### config.mk
export PLATFORM = sky130hd
export DESIGN_NAME = fillrect
export DESIGN_NICKNAME = d
export VERILOG_FILES = /design/src/rtl/fillrect.sv
export SDC_FILE = /design/constraint.sdc
export NUM_CORES = 1
export LEC_CHECK = 0
export CORE_ASPECT_RATIO = 0.6
export CORE_MARGIN = 2
export CORE_UTILIZATION = 58
export DETAILED_ROUTE_END_ITERATION = 7
export GPL_TIMING_DRIVEN = 0
export PLACE_DENSITY_LB_ADDON = 0.2
export REMOVE_ABC_BUFFERS = 1
export SYNTH_ARGS = -nofsm -noshare
export SYNTH_HDL_FRONTEND = slang
export SYNTH_SLANG_ARGS = --single-unit
### constraint.sdc
create_clock -name clk -period 3 [get_ports clk]
set_input_delay 0.6 -clock clk [delete_from_list [all_inputs] [get_ports clk]]
set_output_delay 0.6 -clock clk [all_outputs]
set_load 0.03 [all_outputs]
### src/rtl/fillrect.sv
// Rectangle fill engine: scans a clipped rectangle in row-major order and emits
// one pixel write per cycle, with a stall input and four colour patterns.
module fillrect #(
    parameter int SCREEN_W = 160,
    parameter int SCREEN_H = 120,
    parameter int XW       = 8,
    parameter int YW       = 7,
    parameter int CW       = 3
) (
    input  logic          clk,
    input  logic          rst,
    input  logic          start,
    input  logic [XW-1:0] x0,
    input  logic [YW-1:0] y0,
    input  logic [XW-1:0] w,
    input  logic [YW-1:0] h,
    input  logic [CW-1:0] colour,
    input  logic [1:0]    mode,
    input  logic          hold,
    output logic          done,
    output logic          busy,
    output logic [XW-1:0] vga_x,
    output logic [YW-1:0] vga_y,
    output logic [CW-1:0] vga_colour,
    output logic          vga_plot
);

    typedef enum logic [1:0] {S_IDLE, S_FILL, S_DONE} state_t;

    localparam int MW = XW + YW + 1;

    state_t        state_q, state_d;
    logic [XW-1:0] x_q, x_d;
    logic [YW-1:0] y_q, y_d;
    logic [XW-1:0] x0_q, x0_d;
    logic [XW-1:0] xe_q, xe_d;
    logic [YW-1:0] ye_q, ye_d;
    logic [CW-1:0] colour_q, colour_d;
    logic [1:0]    mode_q, mode_d;

    // End corner is formed one bit wider so x0+w-1 cannot wrap before clipping.
    logic [XW:0]   x_end_raw, x_end_clip;
    logic [YW:0]   y_end_raw, y_end_clip;
    logic          degenerate;
    logic          x_last, y_last;
    logic [MW-1:0] colour_mix;

    always_comb begin
        x_end_raw  = {1'b0, x0} + {1'b0, w} - (XW+1)'(1);
        y_end_raw  = {1'b0, y0} + {1'b0, h} - (YW+1)'(1);
        x_end_clip = (x_end_raw > (XW+1)'(SCREEN_W - 1)) ? (XW+1)'(SCREEN_W - 1) : x_end_raw;
        y_end_clip = (y_end_raw > (YW+1)'(SCREEN_H - 1)) ? (YW+1)'(SCREEN_H - 1) : y_end_raw;
        degenerate = (w == '0) || (h == '0) ||
                     ({1'b0, x0} >= (XW+1)'(SCREEN_W)) ||
                     ({1'b0, y0} >= (YW+1)'(SCREEN_H));
        x_last     = (x_q == xe_q);
        y_last     = (y_q == ye_q);
    end

    always_ff @(posedge clk or posedge rst) begin
        if (rst) begin
            state_q <= S_IDLE;
        end else begin
            state_q <= state_d;
        end
    end

    always_ff @(posedge clk or posedge rst) begin
        if (rst) begin
            x_q      <= '0;
            y_q      <= '0;
            x0_q     <= '0;
            xe_q     <= '0;
            ye_q     <= '0;
            colour_q <= '0;
            mode_q   <= '0;
        end else begin
            x_q      <= x_d;
            y_q      <= y_d;
            x0_q     <= x0_d;
            xe_q     <= xe_d;
            ye_q     <= ye_d;
            colour_q <= colour_d;
            mode_q   <= mode_d;
        end
    end

    always_comb begin
        state_d  = state_q;
        x_d      = x_q;
        y_d      = y_q;
        x0_d     = x0_q;
        xe_d     = xe_q;
        ye_d     = ye_q;
        colour_d = colour_q;
        mode_d   = mode_q;
        case (state_q)
            S_IDLE: begin
                if (start) begin
                    if (degenerate) begin
                        state_d = S_DONE;
                    end else begin
                        state_d  = S_FILL;
                        x_d      = x0;
                        y_d      = y0;
                        x0_d     = x0;
                        xe_d     = x_end_clip[XW-1:0];
                        ye_d     = y_end_clip[YW-1:0];
                        colour_d = colour;
                        mode_d   = mode;
                    end
                end
            end
            S_FILL: begin
                if (!hold) begin
                    if (x_last) begin
                        if (y_last) begin
                            state_d = S_DONE;
                        end else begin
                            x_d = x0_q;
                            y_d = y_q + YW'(1);
                        end
                    end else begin
                        x_d = x_q + XW'(1);
                    end
                end
            end
            S_DONE: begin
                if (!start) begin
                    state_d = S_IDLE;
                end
            end
            default: state_d = S_IDLE;
        endcase
    end

    always_comb begin
        busy       = (state_q == S_FILL);
        done       = (state_q == S_DONE);
        vga_plot   = busy && !hold;
        vga_x      = x_q;
        vga_y      = y_q;
        colour_mix = MW'(colour_q)
                   + (mode_q[0] ? MW'(x_q) : MW'(0))
                   + (mode_q[1] ? MW'(y_q) : MW'(0));
        vga_colour = colour_mix[CW-1:0];
    end

endmodule

==> impl.org <==
** Status
- The run finished with clean final reports.

** Global route
- The via count of the first global-routing pass is 2929.
- Global routing used 28.90% of the available tracks across all layers.
- Congestion Overflow GR :: 0
- Entering global routing, the biggest net connects 41 pins.
- The initial antenna violation count was 0.
- The first global-routing pass estimated 14600 um of wire.

** Placement
- The count of buffers added on input and output ports is 59.
- Routability-driven placement finished with a final weighted congestion of 0.8175.
- Setup Slack @ Placement :: -579.6 ps
- HPWL after DPL :: 6450 um
- Including well taps, the total number of placed cells is 529.

** Clocking
- CTS saw 45 sinks.
- Count of hold buffers inserted by post-cts repair :: 0
- The clock reaches the later pin of the worst-skew pair after 310 ps.
- TritonCTS built the clock tree.
- Clock slew at the register clock pins of the worst setup and hold paths :: 90 ps
- Root buf cell :: clkbuf_8
- Bufs on Longest Clock Path :: 2
- The H-tree was split into 2 levels.
- Number of buffers added by the clock tree synthesis step :: 5

** Final layout
- Ratio of cells with drive above 1 in the final layout :: 12.63%
- In the final layout, the multi-input gates occupy 2087 um^2.
- Final layout net count :: 548
- 0 antenna diodes ended up in the layout.
- Once layout is complete, the cells apart from fillers number 555.
- Count of filler cells inserted in the layout :: 404
- Across the whole layout, storage elements account for 1127 um^2.
- The area growth from synthesis to layout is 29.99%.

** Yosys
- Async SR Flop Fraction :: 100.0%
- After technology mapping, the gate count stands at 400.
- Dominant register cell in the synthesized netlist :: dfrtp_1
- Number of library cell types mapped by synthesis :: 48
- Netlist Area Pre-Place :: 3421 um^2
- Each instance of the synthesized netlist takes up on average 8.552 um^2.
- Sequential share of the synthesized area :: 32.92%
- The synthesized design contains 0 enable-type register cells.
- After synthesis the netlist holds a flip-flop and latch count of 45.
- Yosys warning total :: 0

** Power
- The share of total power dissipated in the clock network is 12.6%.
- Power spread over the standard cell area amounts to 894.4 nW/um^2.
- The internal portion of the total power is 2134 uW.
- Switch share :: 46.34%
- Proportion of power drawn by combinational gates :: 56.4%
- The worst-case IR drop observed on VDD is 0.6390 mV.
- Switching component of the power :: 1843 uW
- In this run the static leakage power is 0.002153 uW.
- Sequential cells account for 31.0% of the total power.

** Timing
- Post-route setup slack :: 88.46 ps
- Counting I/O delays and the setup requirement, the final critical path takes 2912 ps.
- Across all hold checks on the routed design, the worst slack comes to 490.7 ps.
- The number of failing hold endpoints at the final stage was 0.
- Number of endpoints failing setup at the final stage :: 0
- Final count of pins violating max slew :: 0
- For the pin with the worst max-slew slack, the measured transition is 1059 ps.
- Period utilization :: 97.05%
- Between clock sinks in the finished design, the worst skew comes to 9.398 ps.
- Derived from the worst setup path, the maximum achievable clock frequency is 0.3435 GHz.
- Headroom to the max-slew limit came out at 29.09%.

** Critical path
- Reg-to-Reg Start :: vga_x[0]
- The worst setup path is captured at a flop.
- The worst setup path is of the in -> reg kind.
- CP Launch Type :: input port
- Tracing the worst setup path back leads to its startpoint at y0[3].
- Of all nets on the critical path, the largest fanout is 4.
- At the worst endpoint, the arrival time is 3100 ps.
- For the worst setup path, the data required time is 3190 ps.

** Die
- Die W :: 103.1 um
- The die covers 6548 um^2.
- For this configuration, the core starts out at a cell density of 60.84%.
- Pin placement for this block handled 60 I/O pins.
- Core Rows :: 21
- The die is 63.49 um tall.
- Core region area :: 5623 um^2

** Drt
- In this run the remaining antenna-violating nets after routing total 0.
- Count of unresolved DRC violations after routing :: 0
- Total via count in the routed design :: 3205
- In this run, the number of DRC markers left after iteration 0 of detailed routing was 273.
- For this block, the routed nets add up to 9413 um of wire.
- DR WL/cell :: 16.96 um
- For this run, the detailed router's first-pass iteration total came to 6.
- Dividing the detail-routed via count by the number of cells gives 5.775.

** Worst hold path
- The startpoint identified for the worst hold timing path is x0_q[1].
- In this run the worst hold path is classified as reg -> reg.

** Run
- Count of maximum capacitance violations :: 0
[path summary, 6_finish.rpt]
check,cells past startpoint,to,slack [ps]
max reg2reg,6,vga_x[5],140
min reg2reg,2,x0_q[1],490
max in group asynchronous,3,vga_x[1],2060
max,12,ye_q[0],90
min in group asynchronous,2,colour_q[2],500
min,2,x0_q[1],490
[cells by family after synthesis]
family,after synthesis,synth area share [%]
AND/OR/NAND/NOR,109,15.07
AO/OA/AOI/OAI,86,16.61
buffers and inverters,76,8.486
flip-flops,45,32.92
XOR/XNOR,36,9.217
adder cells (fa/ha/maj),35,13.68
multiplexers,13,4.023
[repair_timing]
item                       4_1_cts  5_1_grt
gates resized for setup         11       26
cloned                           2        0
buffers inserted                 3       13
pin swaps                        5       17
setup endpoints to repair       19       32
[critical path, stage by stage]
cell	delay, ps
clkdlybuf4s50_1	580
inv_1	70
ha_1	280
inv_1	40
ha_1	370
a21oi_2	170
o211ai_1	110
a21oi_1	180
xor2_1	220
o211ai_1	140
buf_4	170
o22a_1	170
[sequential cells by signal, summed over array words and instances (netlist names)]
signal / cells
vga_x: 8
x0_q: 8
xe_q: 8
vga_y: 7
ye_q: 7
colour_q: 3
mode_q: 2
state_q: 2
[layout make-up]
class / count / area share (%)
Clock buffer: 6 / 1.857
Multi-Input combinational cell: 281 / 46.93
Timing Repair Buffer: 76 / 17.19
Tap cell: 80 / 2.251
Inverter: 65 / 5.571
Clock inverter: 2 / 0.8441
Sequential cell: 45 / 25.35
[power by group through the flow]
| stage | registers [uW] | logic, uW | clock network, uW |
|---|---|---|---|
| finish | 1230 | 2240 | 501 |
| global route | 1270 | 2440 | 524 |
| CTS | 1210 | 2140 | 491 |
| detailed placement | 1220 | 2110 | 0 |
| global placement | 1200 | 2040 | 0 |
| floorplan | 1320 | 1270 | 0 |
[cells in the mapped netlist (all sizes together), types with 2 or more instances]
cell type / n / area, um^2
nor3: 7 / 35.03
o21ai: 32 / 160.2
o22a: 5 / 43.79
ha: 31 / 387.9
a211oi: 2 / 15.01
fa: 4 / 80.08
a21oi: 11 / 55.05
xnor2: 13 / 113.9
nor4: 5 / 37.53
nor2: 31 / 118.9
xor2: 23 / 201.4
mux2i: 7 / 70.07
a22oi: 2 / 15.01
o21a: 2 / 15.01
a31oi: 11 / 68.82
a22o: 3 / 26.28
a211o: 2 / 17.52
and3: 4 / 25.02
clkbuf: 7 / 26.28
nand4: 2 / 18.77
and2: 2 / 12.51
nand2: 40 / 150.1
a21o: 4 / 30.03
nor2b: 4 / 25.02
o31ai: 2 / 15.01
buf: 4 / 20.02
o211ai: 2 / 15.01
mux2: 6 / 67.56
or4: 2 / 15.01
nand3: 8 / 40.04
inv: 65 / 244.0
dfrtp: 45 / 1126
[metrics by stage]
stage / power (uW) / TNS [ps] / cell area, um^2 / utilization, %
after floorplan: 2590 / 0 / 3374 / -
after global placement: 3239 / -12250 / 4065 / 72.30
after detailed placement: 3322 / -13900 / 4085 / 72.65
after CTS: 3833 / 0 / 4263 / 75.81
after global routing: 4231 / -81.62 / 4447 / 79.08
final: 3977 / 0 / 4447 / 79.08
[layer usage]
| layer | vias up | track usage (%) | wire length, um |
|---|---|---|---|
| li1 | 1504 | - | - |
| met1 | 1511 | 46.33 | 4287 |
| met3 | 17 | 6.437 | 1005 |
| met5 | - | 0 | 0 |
| met4 | 0 | 4.112 | 102 |
| met2 | 173 | 40.26 | 4017 |
[cell usage in the layout, fill, tap and decap left out, types with 7 or more instances in the layout]
cell type / Yosys / final
a21oi_1: 11 / 9
nand3_1: 8 / 8
nand2_1: 40 / 40
clkdlybuf4s50_1: 0 / 51
a31oi_1: 11 / 11
o21ai_0: 31 / 28
buf_4: 0 / 14
xnor2_1: 13 / 13
dfrtp_1: 45 / 44
nor2_1: 30 / 27
mux2i_1: 7 / 7
ha_1: 31 / 29
inv_1: 65 / 60
xor2_1: 23 / 23
(Power assumes the default switching activity.)
